### src/rtl/sample_gen_pkg.sv
// Shared types and helpers for the multi-channel sample strobe generator.
package sample_gen_pkg;

  typedef enum logic {
    ST_IDLE = 1'b0,
    ST_RUN  = 1'b1
  } ch_state_e;

  // Divisor loaded at reset: 50 MHz / (2499 + 1) = 20 kHz.
  localparam int unsigned SG_DEF_DIV = 2499;

  // Width of a channel index; a single channel still gets a 1-bit select.
  function automatic int ch_idx_w(input int n_ch);
    return (n_ch <= 1) ? 1 : $clog2(n_ch);
  endfunction

endpackage

### src/rtl/sample_gen_ch.sv
// One sample-enable channel: run/idle FSM, period counter, burst counter and
// shadowed runtime config. Start-phase storage exists only with SAMPLE_GEN_PHASE_EN.
module sample_gen_ch
  import sample_gen_pkg::*;
#(
  parameter int          DIV_W   = 16,
  parameter int          BURST_W = 16,
  parameter int unsigned DEF_DIV = SG_DEF_DIV
) (
  input  logic               clk,
  input  logic               rst_n,
  input  logic               wr_en,
  input  logic [DIV_W-1:0]   wr_div,
  input  logic [DIV_W-1:0]   wr_phase,
  input  logic [BURST_W-1:0] wr_burst,
  input  logic               start,
  input  logic               stop,
  output logic               sample_en,
  output logic               busy,
  output logic               done
);

  localparam logic [DIV_W-1:0] RST_DIV = DIV_W'(DEF_DIV);

  typedef struct packed {
    logic [DIV_W-1:0]   div;
`ifdef SAMPLE_GEN_PHASE_EN
    logic [DIV_W-1:0]   phase;
`endif
    logic [BURST_W-1:0] burst;
  } ch_cfg_t;

  ch_state_e          state_q, state_d;
  ch_cfg_t            cfg_q, cfg_d;
  ch_cfg_t            sh_q, sh_d;
  ch_cfg_t            wr_cfg;
  logic               pend_q, pend_d;
  logic [DIV_W-1:0]   cnt_q, cnt_d;
  logic [BURST_W-1:0] strb_q, strb_d;
  logic [BURST_W-1:0] strb_inc;
  logic               sample_en_q, sample_en_d;
  logic               done_q, done_d;
  logic [DIV_W-1:0]   eff_phase;
  logic               wrap;
  logic               wr_direct;
  logic               wr_shadow;

`ifdef SAMPLE_GEN_PHASE_EN
  assign wr_cfg    = '{div: wr_div, phase: wr_phase, burst: wr_burst};
  // An out-of-range phase would never meet div, so it falls back to 0.
  assign eff_phase = (cfg_q.phase <= cfg_q.div) ? cfg_q.phase : '0;
`else
  logic unused_phase;
  assign unused_phase = ^wr_phase;
  assign wr_cfg       = '{div: wr_div, burst: wr_burst};
  assign eff_phase    = '0;
`endif

  assign wrap      = (cnt_q == cfg_q.div);
  assign strb_inc  = strb_q + BURST_W'(1);
  assign wr_direct = wr_en && (state_q == ST_IDLE);
  assign wr_shadow = wr_en && (state_q == ST_RUN);

  always_comb begin
    // NOTE: every signal gets a default before the case so no path infers a latch.
    state_d     = state_q;
    cfg_d       = cfg_q;
    sh_d        = sh_q;
    pend_d      = pend_q;
    cnt_d       = cnt_q;
    strb_d      = strb_q;
    sample_en_d = 1'b0;
    done_d      = 1'b0;

    unique case (state_q)
      ST_IDLE: begin
        if (start && !stop) begin
          state_d = ST_RUN;
          cnt_d   = eff_phase;
          strb_d  = '0;
        end
      end
      ST_RUN: begin
        if (stop) begin
          state_d = ST_IDLE;
        end else if (start) begin
          cnt_d  = eff_phase;
          strb_d = '0;
        end else if (done_q) begin
          // Last burst strobe was shown last cycle; leave one cycle later.
          state_d = ST_IDLE;
        end else if (wrap) begin
          sample_en_d = 1'b1;
          cnt_d       = '0;
          strb_d      = strb_inc;
          done_d      = (cfg_q.burst != '0) && (strb_inc >= cfg_q.burst);
          if (pend_q) begin
            cfg_d  = sh_q;
            pend_d = 1'b0;
          end
        end else begin
          cnt_d = cnt_q + DIV_W'(1);
        end
      end
      default: state_d = ST_IDLE;
    endcase

    // A write on a wrap cycle lands after the old shadow was consumed above.
    if (wr_direct) begin
      cfg_d  = wr_cfg;
      pend_d = 1'b0;
    end else if (wr_shadow) begin
      sh_d   = wr_cfg;
      pend_d = 1'b1;
    end
  end

  // NOTE: non-blocking assignments so every flop samples pre-edge values.
  always_ff @(posedge clk or negedge rst_n) begin
    if (!rst_n) begin
      state_q     <= ST_IDLE;
      // NOTE: config and shadow registers are reset too, so a start before
      // any write runs from a known divisor.
      cfg_q       <= '0;
      cfg_q.div   <= RST_DIV;
      sh_q        <= '0;
      pend_q      <= 1'b0;
      cnt_q       <= '0;
      strb_q      <= '0;
      sample_en_q <= 1'b0;
      done_q      <= 1'b0;
    end else begin
      state_q     <= state_d;
      cfg_q       <= cfg_d;
      sh_q        <= sh_d;
      pend_q      <= pend_d;
      cnt_q       <= cnt_d;
      strb_q      <= strb_d;
      sample_en_q <= sample_en_d;
      done_q      <= done_d;
    end
  end

  assign sample_en = sample_en_q;
  assign done      = done_q;
  assign busy      = (state_q == ST_RUN);

endmodule

### src/rtl/sample_strobe_gen.sv
// Multi-channel runtime-programmable sample-enable generator: config decode,
// cfg_ready and N_CH channel instances. Optional start phase: SAMPLE_GEN_PHASE_EN.
module sample_strobe_gen
  import sample_gen_pkg::*;
#(
  parameter int          N_CH    = 4,
  parameter int          DIV_W   = 16,
  parameter int          BURST_W = 16,
  parameter int unsigned DEF_DIV = SG_DEF_DIV,
  localparam int         CH_W    = ch_idx_w(N_CH)
) (
  input  logic               clk,
  input  logic               rst_n,
  input  logic               cfg_valid,
  output logic               cfg_ready,
  input  logic [CH_W-1:0]    cfg_ch,
  input  logic [DIV_W-1:0]   cfg_div,
  input  logic [DIV_W-1:0]   cfg_phase,
  input  logic [BURST_W-1:0] cfg_burst,
  input  logic [N_CH-1:0]    start,
  input  logic [N_CH-1:0]    stop,
  output logic [N_CH-1:0]    sample_en,
  output logic [N_CH-1:0]    busy,
  output logic [N_CH-1:0]    done
);

  logic            cfg_ready_q, cfg_ready_d;
  logic            cfg_fire;
  logic [N_CH-1:0] wr_en;

  assign cfg_ready_d = 1'b1;

  always_ff @(posedge clk or negedge rst_n) begin
    if (!rst_n) begin
      cfg_ready_q <= 1'b0;
    end else begin
      cfg_ready_q <= cfg_ready_d;
    end
  end

  assign cfg_ready = cfg_ready_q;
  assign cfg_fire  = cfg_valid && cfg_ready_q;

  // Indices at or above N_CH match no channel, so such writes are dropped.
  always_comb begin
    wr_en = '0;
    for (int i = 0; i < N_CH; i++) begin
      wr_en[i] = cfg_fire && (cfg_ch == CH_W'(i));
    end
  end

  for (genvar g = 0; g < N_CH; g++) begin : g_ch
    sample_gen_ch #(
      .DIV_W   (DIV_W),
      .BURST_W (BURST_W),
      .DEF_DIV (DEF_DIV)
    ) u_ch (
      .clk       (clk),
      .rst_n     (rst_n),
      .wr_en     (wr_en[g]),
      .wr_div    (cfg_div),
      .wr_phase  (cfg_phase),
      .wr_burst  (cfg_burst),
      .start     (start[g]),
      .stop      (stop[g]),
      .sample_en (sample_en[g]),
      .busy      (busy[g]),
      .done      (done[g])
    );
  end

endmodule
### config.mk
export PLATFORM = sky130hd
export DESIGN_NAME = sample_strobe_gen
export DESIGN_NICKNAME = d
export VERILOG_FILES = /design/src/rtl/sample_gen_pkg.sv /design/src/rtl/sample_gen_ch.sv /design/src/rtl/sample_strobe_gen.sv
export SDC_FILE = /design/constraint.sdc
export NUM_CORES = 1
export LEC_CHECK = 0
export BUFFER_PORTS_ARGS = -buffer_cell sky130_fd_sc_hd__buf_2
export CORE_ASPECT_RATIO = 0.7
export CORE_MARGIN = 3
export CORE_UTILIZATION = 55
export DETAILED_ROUTE_END_ITERATION = 12
export GPL_TIMING_DRIVEN = 0
export PLACE_DENSITY = 0.75
export SLEW_MARGIN = 20
export SYNTH_ARGS = -nofsm -noshare
export SYNTH_HDL_FRONTEND = slang
export SYNTH_SLANG_ARGS = --single-unit
### constraint.sdc
create_clock -name clk -period 2.7 [get_ports clk]
set_input_delay 0.54 -clock clk [delete_from_list [all_inputs] [get_ports clk]]
set_output_delay 0.54 -clock clk [all_outputs]
set_load 0.02 [all_outputs]
==> reports/qor.yml <==
outcome:
  status: "finished, violations left"
  violations: "setup timing"
run:
  drv_cap: 0
min_path:
  min_path_type: "in -> reg"
cells_and_area:
  drive_gt1_frac: 0.221
  n_antenna_cell: 0
  area_growth_pct: 16.8
  fin_nets: 2185
  final-instance-count-excl-fill: 2563
  fin_area_mm2: 0.0238
route:
  dr.pass1.iters: 5
  drc: 0
  vias_per_cell: 5.89
  drt_iter0_markers: 1111
  drtAntennaViolNets: 0
  num_vias: 15097
  drt_wl_total_mm: 49.9
  wire_per_inst_um: 19.5
floorplanning:
  die_x_um: 236
  start_util: 0.563
  rows: 58
  die_h_um: 167
  ios: 74
  dieArea_mm2: 0.0395
  core_mm2: 0.0362
timing:
  finalHoldViolations: 0
  period_share: 1.03
  grt_setup_unrepaired: "true"
  finalClockSkew_ns: 0.0223
  fin_setup_tns_ns: -0.111
  worst_pin_slew_ns: 0.934
  slew_headroom: 0.373
  drv_slew: 0
  finalCriticalPeriod_ns: 2.78
  max_freq_ghz: 0.360
  finalSetupViolCount: 2
  fin_ws_ns: -0.0762
global_route:
  antenna_found_initial: 3
  grt.overflow.total: 0
  grt_pass1_wl_mm: 80.4
  grtUsageTotal: 0.250
  grt_pass1_vias: 14993
  grt_start_max_net_pins: 99
cts:
  clkTransAtPathRegs_ns: 0.06
  cts_htree_levels: 2
  cts_tree: "built"
  numClockSinks: 401
  clock-root-buffer: "clkbuf_16"
  cts_buffers: 41
  clk_path_buf_depth: 3
  worstSkewPairLatency_ns: 0.56
synthesis:
  avgSynthCellArea_um2: 10.7
  synth-async-reset-ratio: 1.00
  synth_fp_nets: 2031
  synth-edff-count: 0
  synthesis.area_mm2: 0.0204
  yosysUniqueCellTypes: 61
  syn_inst: 1898
  yosys_most_used_dff: "dfrtp_1"
  ys_ff_latch: 401
  yosysSeqAreaShare: 0.494
  ys_warn_count: 0
critical_path:
  cp-start-kind: "flop"
  slowest_delay_ns: 0.43
  path_max_fanout: 6
  crit_path_top_delay_cell: "dfrtp_2"
  worstPathCellList: "and4_4 -> and4_4 -> nand2_2 -> or2_2 -> nand2_1 -> ha_1 -> and3_1 -> nand3_2 -> a2111oi_2 -> a221oi_1 -> o21ai_1 -> and3_1"
  critPathCaptureType: "flop"
  cp.arrival_ns: 3.22
  criticalPathCategory: "reg -> reg"
  cp_data_required_time_ns: 3.14
power:
  power_mw: 16.7
  powerDensity_mw_per_mm2: 702
  peakVddDrop_v: 0.000560
  leakagePower_nw: 11.8
placement:
  gp_congestion: 0.877
  io_buffers: 56
  postPlaceCellArea_mm2: 0.0214
  post-place-cells: 2438
  place_hpwl_mm: 34.7
==> what timing repair did <==
item,in CTS,in global routing
endpoints found under the setup margin,72,60
gates resized for setup,64,35
hold buffers,1,0
hold endpoints to repair,60,0
buffers inserted,24,28
pin swaps,18,21
==> registers in the layout, summed over array words and instances (netlist names), 4 cells and up <==
name / count
g_ch.u_ch.cfg_q: 128
g_ch.u_ch.busy: 4
g_ch.u_ch.pend_q: 4
g_ch.u_ch.cnt_q: 64
g_ch.u_ch.done: 4
g_ch.u_ch.sample_en: 4
g_ch.u_ch.sh_q: 128
g_ch.u_ch.strb_q: 64
==> final timing paths <==
| path | startpoint | to | slack (ns) | cells past startpoint |
|---|---|---|---|---|
| setup reg to reg | g_ch[3].u_ch.strb_q[5] | g_ch[3].u_ch.done | -0.08 | 12 |
| max in group asynchronous | rst_n | g_ch[0].u_ch.cfg_q[22] | 0.50 | 5 |
| min in group asynchronous | rst_n | g_ch[2].u_ch.strb_q[8] | 0.52 | 2 |
| setup / recovery | g_ch[3].u_ch.strb_q[5] | g_ch[3].u_ch.done | -0.08 | 12 |
| hold / removal | start[2] | g_ch[2].u_ch.strb_q[15] | 0.24 | 2 |
| hold reg to reg | g_ch[0].u_ch.sh_q[19] | g_ch[0].u_ch.sh_q[19] | 0.50 | 1 |
==> through the flow <==
stage | hold WS (ns) | utilization | worst slack (ns)
4_1_cts | 0.213 | 0.648 | -0.0753
2_1_floorplan | 0.244 | - | 0.0293
3_3_place_gp | 0.484 | 0.587 | -6.83
3_5_place_dp | 0.492 | 0.591 | -0.343
6_report | 0.238 | 0.658 | -0.0762
5_1_grt | 0.265 | 0.658 | -0.221
==> routing by layer <==
layer	global-route usage	share of wire	vias to the layer above
li1	-	-	6965
met1	0.377	0.47	7585
met2	0.381	0.45	454
met3	0.0410	0.057	87
met4	0.0612	0.020	6
met5	0	0.00090	-
==> synthesized netlist by cell type (12+ instances only) <==
master    count  area, um2
xnor2_1      87        762
nand2b_1     13       81.3
a211oi_1     12       90.1
a21o_1       13       97.6
and4_1       12        105
dfrtp_1     377       9430
a21oi_1     123        616
nor2_1      174        653
nor3_1       21        105
o21ai_0      65        325
nand2_1     108        405
and3_1       27        169
nand3_1      62        310
buf_2        12       60.1
xor2_1       80        701
a22o_1       39        342
mux2i_1     138       1380
dfstp_2      24        631
buf_4        12       90.1
nand4_1      37        231
ha_1         72        901
clkbuf_1     50        188
mux2_2      129       1450
nor4_1       27        169
inv_1        91        342
==> placed cells by master (no fill, tap or decap), types with 6 or more instances in the layout <==
cell type  synthesis  layout
nor2_1           174     169
nand2_1          108     107
nand3_1           62      51
or2_2              9       9
nand4_1           37      37
and3_4             0       9
bufinv_16          0      12
buf_4             12      64
clkbuf_8           0       7
nand3_2            0       6
dfrtp_1          377     369
mux2i_1          138     138
and4_1            12       7
xnor2_1           87      82
dfstp_2           24      24
o21ai_1            6       9
clkbuf_1          50      47
dfrtp_2            0       8
a21oi_1          123     122
buf_2             12      67
nand2b_1          13      13
o21ai_0           65      62
clkbuf_16          0      42
ha_1              72      68
a211oi_1          12      11
xor2_1            80      80
a21o_1            13      13
and3_1            27      18
inv_1             91      90
mux2_2           129     129
and2_1             7       6
a22o_1            39      39
buf_6              6       6
nor3_1            21      19
nor4_1            27      24
==> cell families after synthesis <==
family / count (synthesis) / synth area share
multiplexers: 267 / 0.139
AND/OR/NAND/NOR: 520 / 0.124
buffers and inverters: 180 / 0.0407
adder cells (fa/ha/maj): 72 / 0.0442
other: 1 / 0.000184
AO/OA/AOI/OAI: 290 / 0.0868
flip-flops: 401 / 0.494
XOR/XNOR: 167 / 0.0717
==> layout make-up <==
| class | count | area [um2] |
|---|---|---|
| inverter | 92 | 345 |
| clock buffer | 51 | 1140 |
| multi-input combinational | 1317 | 9900 |
| tap | 480 | 601 |
| fill | 2687 | 12400 |
| sequential | 401 | 10100 |
| timing repair buffer | 113 | 801 |
| clock inverter | 23 | 455 |
| buffer | 86 | 490 |
==> critical path, delay by kind of cell (launching register included) <==
family / cells / cell delay (ns)
AOI/OAI and AO/OA: 3 / 0.50
adders and majority gates: 1 / 0.24
DFF: 1 / 0.43
and+or+nand+nor: 8 / 1.50
==> report_power, final <==
part | total [mW] | internal (mW) | leakage [nW] | switching, mW
Clock | 6.71 | 4.19 | 0.771 | 2.52
Combinational | 2.28 | 1.12 | 6.02 | 1.16
Sequential | 7.73 | 7.02 | 5.06 | 0.710
Total | 16.7 | 12.3 | 11.8 | 4.39
Power figures use the tool's default switching activity.
